File: config.mk
export PLATFORM = sky130hd
export DESIGN_NAME = cic2_interp_sdm
export DESIGN_NICKNAME = d
export VERILOG_FILES = /design/src/rtl/cic2_interp_sdm.sv
export SDC_FILE = /design/constraint.sdc
export NUM_CORES = 1
export LEC_CHECK = 0
export ABC_AREA = 0
export CELL_PAD_IN_SITES_DETAIL_PLACEMENT = 0
export CELL_PAD_IN_SITES_GLOBAL_PLACEMENT = 1
export CORE_ASPECT_RATIO = 0.75
export CORE_UTILIZATION = 51
export CTS_CLUSTER_SIZE = 25
export DETAILED_ROUTE_END_ITERATION = 8
export GPL_TIMING_DRIVEN = 0
export PLACE_DENSITY = 0.85
export SLEW_MARGIN = 20
export SYNTH_ARGS = -nofsm -noshare
export SYNTH_HDL_FRONTEND = slang
export SYNTH_SLANG_ARGS = --single-unit
File: constraint.sdc
create_clock -name clk_i -period 6.9 [get_ports clk_i]
set_input_delay 1.035 -clock clk_i [delete_from_list [all_inputs] [get_ports clk_i]]
set_output_delay 1.035 -clock clk_i [all_outputs]
set_load 0.05 [all_outputs]
File: src/rtl/cic2_interp_sdm.sv
// cic2_interp_sdm: 2nd-order CIC interpolator followed by a 1st-order sigma-delta modulator.
// Low-rate samples are differenced twice (comb-comb) once per frame of INTERP_FACTOR
// clocks, zero-stuffed into the first integrator and integrated twice at f_clk. The
// resulting R*x level is turned into a 1-bit density stream by an error-feedback accumulator.
//
// Handshake: a sample transfers on the rising edge where valid_i & ready_o are both high.
// ready_o is high for exactly one cycle per frame (phase 0). valid_i and data_i are ignored
// in every other cycle. A request left unanswered repeats the previous sample and sets
// the sticky underrun_o flag.
module cic2_interp_sdm #(
    parameter int DATA_WIDTH    = 16,
    parameter int INTERP_FACTOR = 10,
    localparam int IW           = DATA_WIDTH + $clog2(INTERP_FACTOR) + 2
) (
    input  logic                  clk_i,
    input  logic                  rst_i,
    input  logic [DATA_WIDTH-1:0] data_i,
    input  logic                  valid_i,
    output logic                  ready_o,
    output logic                  sdm_o,
    output logic                  sample_clk_o,
    output logic                  underrun_o,
    input  logic                  clear_i,
    output logic [IW-1:0]         integrator2_o
);

    localparam int            PW         = (INTERP_FACTOR > 1) ? $clog2(INTERP_FACTOR) : 1;
    localparam logic [PW-1:0] PHASE_LAST = PW'(INTERP_FACTOR - 1);
    localparam logic [PW-1:0] PHASE_HALF = PW'(INTERP_FACTOR / 2);
    // Full scale of the modulator: the integrator output peaks just below R*2^DATA_WIDTH.
    localparam logic [IW:0]   FS         = (IW+1)'(longint'(INTERP_FACTOR) << DATA_WIDTH);

    logic [PW-1:0] phase;
    logic [PW-1:0] phase_next;
    logic          sample_clk_q;

    logic [IW-1:0] x_prev;
    logic [IW-1:0] c1;
    logic [IW-1:0] c2;
    logic [IW-1:0] int1;
    logic [IW-1:0] int2;
    logic [IW:0]   acc;
    logic          sdm_q;
    logic          underrun_q;

    logic          sample_edge;
    logic          stuff_edge;
    logic [IW-1:0] s_ext;
    logic [IW-1:0] diff;
    logic [IW:0]   sum;

    assign phase_next  = (phase == PHASE_LAST) ? '0 : phase + PW'(1);
    assign sample_edge = (phase == '0);
    // The comb output enters the integrator only on the edge right after the sample edge;
    // on every other edge the zero-stuffed input contributes nothing.
    assign stuff_edge  = (phase == PW'(1));

    // An unanswered request repeats the previous sample, so the comb sees a zero step.
    assign s_ext = valid_i ? IW'(data_i) : x_prev;
    assign diff  = s_ext - x_prev;
    assign sum   = acc + {1'b0, int2};

    // Frame phase counter and the registered low-rate clock derived from it.
    always_ff @(posedge clk_i or posedge rst_i) begin
        if (rst_i) begin
            phase        <= '0;
            sample_clk_q <= 1'b1;
        end else begin
            phase        <= phase_next;
            sample_clk_q <= (phase_next < PHASE_HALF);
        end
    end

    // Comb-comb stage, updated once per frame at the sample edge.
    always_ff @(posedge clk_i or posedge rst_i) begin
        if (rst_i) begin
            x_prev <= '0;
            c1     <= '0;
            c2     <= '0;
        end else if (sample_edge) begin
            x_prev <= s_ext;
            c1     <= diff;
            c2     <= diff - c1;
        end
    end

    // Integrator-integrator stage at full rate; wrap-around arithmetic is intentional.
    always_ff @(posedge clk_i or posedge rst_i) begin
        if (rst_i) begin
            int1 <= '0;
            int2 <= '0;
        end else begin
            if (stuff_edge) begin
                int1 <= int1 + c2;
            end
            int2 <= int2 + int1;
        end
    end

    // First-order sigma-delta: emit a one and subtract full scale whenever the sum reaches it.
    always_ff @(posedge clk_i or posedge rst_i) begin
        if (rst_i) begin
            acc   <= '0;
            sdm_q <= 1'b0;
        end else if (sum >= FS) begin
            acc   <= sum - FS;
            sdm_q <= 1'b1;
        end else begin
            acc   <= sum;
            sdm_q <= 1'b0;
        end
    end

    // Sticky underrun flag; a new underrun takes priority over clear_i.
    always_ff @(posedge clk_i or posedge rst_i) begin
        if (rst_i) begin
            underrun_q <= 1'b0;
        end else if (sample_edge && !valid_i) begin
            underrun_q <= 1'b1;
        end else if (clear_i) begin
            underrun_q <= 1'b0;
        end
    end

    assign ready_o       = sample_edge & ~rst_i;
    assign sdm_o         = sdm_q;
    assign sample_clk_o  = sample_clk_q;
    assign underrun_o    = underrun_q;
    assign integrator2_o = int2;

endmodule

* After elaboration in Yosys (flattened, before gate mapping)
Cells that the tools add are included.
W data, S select, Z words.
** Word-level totals
- Register bits :: 140
- Output and inout port bits :: 26
** Operators by class
- Bitwise gates (word level) :: 2
- Add/sub/neg operators :: 7
- Muxes and demuxes :: 6
- Reductions and logical operators :: 4
- Magnitude comparators :: 2
- Equality and inequality tests :: 2
** Operator list (number)
- $add A22 B22 Y22 :: 2
- $sub A22 B22 Y22 :: 2
- $add A23 B22 Y23 :: 1
- $ge A23 B20 Y1 const B :: 1
- $mux W23 :: 1
- $sub A23 B20 Y23 const B :: 1
- $mux W22 :: 1
- $add A4 B1 Y4 const B :: 1
- $eq A4 B1 Y1 const B :: 1
- $eq A4 B4 Y1 const B :: 1
- $logic_not A4 Y1 :: 1
- $lt A4 B3 Y1 const B :: 1
- $mux W4 :: 1
- $mux W1 :: 3
- $reduce_bool A2 Y1 :: 1
- $and A1 B1 Y1 :: 1
- $logic_and A1 B1 Y1 :: 1
- $logic_not A1 Y1 :: 1
- $not A1 Y1 :: 1

* Longest topological paths before layout
- Word-level depth :: 3
- Gate-level depth with buffers :: 21

* Worst setup path before layout
Ideal clock, no wire load.
- Path type :: input-to-reg
- From :: in valid_i
- To :: reg c2[21]
- Slack :: 1.629 ns
- Data arrival time :: 5.146 ns
- Cell stages on the path :: 21
- Buffers on the path :: 2
- Library setup time :: 0.125 ns
- Cell sequence :: clkbuf_1 buf_1 mux2i_1 inv_1 ha_1 nor2b_1 o31a_1 o31ai_4 o21ai_0 a21oi_1 xnor2_1 ha_1 a21o_1 a21oi_1 nand2_1 nor3_1 o31ai_1 a41oi_1 o21ai_0 xnor2_1 mux2_4
** On the way
- Word-level cells in the longest chain between the ends :: 3
** Ends and longest elaborated chain
- from (decl) :: RTL line 18 : input logic valid_i,
- $mux W22 :: RTL line 59 : assign s_ext = valid_i ? IW'(data_i) : x_prev;
- named net s_ext[1] :: RTL line 48 : logic [IW-1:0] s_ext;
- $sub A22 B22 Y22 :: RTL line 60 : assign diff = s_ext - x_prev;
- named net diff[11] :: RTL line 49 : logic [IW-1:0] diff;
- $sub A22 B22 Y22 :: RTL line 83 : c2 <= diff - c1;
- to (signal assigned) :: RTL line 83
- to (decl) :: RTL line 39 : logic [IW-1:0] c2;
The timed path passes the listed nets, and every way through them passes these cells.
A chain may end at the register's enable or synchronous reset.

* Worst setup path after layout
Same ends and word-level chain as after synthesis.

==> results.md <==
- Outcome: completed
- Num CTS Buffers: 17
- DRT Pass-1 Iters: 5
- Yosys reg bits: 140
- Slowest stage delay, CP: 0.57 ns
- Layout fillers: 1720
- Vias per cell: between 5 and 6
- First-pass GRT wire length: just under 40000 um
- Max-slew violations: 0
- Final worst-path cycle share: between 90 and 100%
- Clock sinks: between 100 and 150
- H-tree Lvls: 4
- Worst Clk Skew: 0.00850 ns
- Largest area contributor in the netlist: dfrtp_1
- Synth Flop Type: dfrtp_1
- Die width: approximately 170 um
- Number of hold buffers added after cts: 0
- Core area: approximately 19000 um2
- Nets: around 1400
- Finish-stage setup viols: 0
- Crit. Startpoint: valid_i
- Most frequent cells in the layout: 139 x dfrtp_1, 133 x nand2_1, 125 x o21ai_0
- Post-Syn Area: about 10000 um2
- Fraction of registers with async set/reset: 100%
- RSZ-0062 raised after global routing: no
- Antenna cells: 0
- Most common cell after layout, fill and taps aside: dfrtp_1
- Die Area: between 20000 and 25000 um2
- Mapped Cells: between 1000 and 1500
- Ports: 46
- Maximum root-to-sink buffer count: 2
- Drt initial violations: roughly 660
- Worst Setup Slack post-DPL: approximately 0.11 ns
- Crit path buf inv count: 4
- Reg2reg start: x_prev[1]$_DFFE_PP0N_
- Hold Startpoint: c2[0]$_DFFE_PP0N_
- Avg Cell Area, Syn: between 8 and 9 um2
- Count of input and output buffers: 45
- Max Freq: between 0.15 and 0.2 GHz
- Setup Buffers After CTS: 0
- Clk Latency, worst-skew pair: 0.43 ns
- Via count: 8543
- Final Critical Period: ~6.4 ns
- Startpoint Class: input port
- Clk root buf: clkbuf_16
- CTS tree: yes
- Grt ovf: 0
- Slowest-stage cell, CP: buf_1
- Seq. cell area: about 3500 um2
- Routed wire per std cell: 15.4 um
- Warnings, synthesis: 0
- Initial antenna violation count: 1
- Clk pin slew, worst setup/hold paths: 0.06 ns
- Top delay family on crit path: compound AO/OA/AOI/OAI gates
- Worst Tran Pin Value: approximately 0.81 ns
- Final GP Congestion: 0.902
- Hold Crit Class: flip-flop to flip-flop
- Detailed placement HPWL: 17400 um
- Sequential area share after synthesis: between 30% and 40%
- Synth top area share: around 34%
- Largest net degree at the start of global routing: roughly 100
- Crit-path cells: clkdlybuf4s50_1, clkbuf_1, buf_1, mux2i_1, inv_1, ha_1, nor2b_1, o31a_1, o31ai_4, o21ai_0, a21oi_1, xnor2_1, ha_1, a21o_1, a21oi_1, nand2_1, nor3_1, o31ai_1, a41oi_1, o21ai_0, xnor2_1, mux2_4
- Die Span Y: around 120 um
- Vias in the first global route: 7959
- Max Cap Violations: 0
- Starting density of the core: a little over half
- Critical path fanouts, max: 10
- Post-synth EDFFs: 0
- Synth top area cells: dfrtp_1 34%, ha_1 13%, o21ai_0 6.1%
- Yosys cell types: 88
- Worst Setup End Kind: flip-flop
- Worst slew margin: 45.0%
- Post-DRT Antenna Nets: 0
- Post-CTS sizing: 0
- Setup WS post-layout: 0.500 ns
- Synth Net Count: between 1000 and 1500
- Share of layout cells above drive strength 1: a little under 7%
- Drt drc: 0
- WS Path Type: input port to flip-flop
- Drt total wl: between 20000 and 25000 um
- Rows: between 40 and 50
- Crit path DAT: approximately 6.7 ns
- Final hold vios: 0
- Worst Path Required: around 7.2 ns
- Gr usage total: a little under a quarter
- Area grow syn2layout: 14.7%
- Multi-input gate area: between 6000 and 7000 um2
-- final cells by class --
class,count,share of cell area [%]
buffer,33,1.08
multi-input combinational,916,53.7
clock buffer,22,4.23
timing repair buffer,47,4.16
inverter,76,2.51
tap,253,2.71
sequential,140,30.0
clock inverter,10,1.57
-- cells by family after synthesis --
family          synth area share (%)
compound gates                  23.5
simple gates                    16.7
flops                           34.4
buf+inv                         4.04
fa+ha+maj                       13.5
xor+xnor                        6.62
mux                             1.29
-- stage by stage --
| step | utilization [%] | setup TNS, ns | instances | area (um2) | hold slack, ns |
|---|---|---|---|---|---|
| after global placement | 56.4 | -14.66 | 1463 | 11000 | 0.469 |
| after floorplan | - | 0 | 1165 | 10200 | 0.456 |
| after detailed placement | 56.6 | 0 | 1465 | 11000 | 0.482 |
| after CTS | 60.1 | 0 | 1497 | 11700 | 0.494 |
| after global routing | 60.1 | 0 | 1497 | 11700 | 0.522 |
| final | 60.1 | 0 | 1497 | 11700 | 0.487 |
-- final timing paths --
check	end	slack [ns]	depth (start not counted)
min in group asynchronous	underrun_o$_DFFE_PP0P_	1.03	2
max reg2reg	c2[21]$_DFFE_PP0N_	2.21	19
min	c2[0]$_DFFE_PP0N_	0.49	2
max in group asynchronous	c2[21]$_DFFE_PP0N_	5.04	3
min reg2reg	c2[0]$_DFFE_PP0N_	0.49	2
max	c2[21]$_DFFE_PP0N_	0.50	22
-- state kept, by name (all words and copies together), names as in the netlist --
register / flops
sdm_o: 1
sample_clk_o: 1
x_prev: 22
int1: 22
acc: 23
c1: 22
c2: 22
underrun_o: 1
integrator2_o: 22
phase: 4
-- Yosys cell counts, drive strengths merged, types with 6 or more instances --
master	count
dfrtp	139
nand2	133
o21ai	132
ha	102
a21oi	77
inv	76
nor2	65
xnor2	48
nor3	31
a21o	29
xor2	29
clkbuf	26
nand3	26
o21a	21
or3	17
a31oi	13
nor2b	13
or2	13
o211ai	12
o21bai	10
a211oi	9
and2	9
and3	9
o31ai	9
nand2b	8
buf	7
a21boi	6
mux2	6
mux2i	6
nor4	6
-- metal layers --
metal  global-route usage, %  part of all wire [%]  wire, um  vias to the layer above
met5                       0                     0         0                        -
met4                    4.48                  0.69       158                        0
met3                    4.26                   4.7      1080                       16
met2                    33.1                    40      9120                      163
met1                    38.5                    55     12700                     4039
li1                        -                     -         -                     4325
-- worst reg2reg max path, stage by stage (launching register included) --
cell,delay [ns]
dfrtp_1,0.42
mux2i_1,0.28
inv_1,0.08
ha_1,0.27
nor2b_1,0.15
o31a_1,0.30
o31ai_4,0.38
o21ai_0,0.13
a21oi_1,0.19
xnor2_1,0.16
ha_1,0.32
a21o_1,0.18
a21oi_1,0.22
nand2_1,0.08
nor3_1,0.33
o31ai_1,0.19
a41oi_1,0.33
o21ai_0,0.17
xnor2_1,0.14
mux2_4,0.26
Power is not shown: default switching activity piles up to over one toggle a cycle in this logic, so the estimate is an artifact.
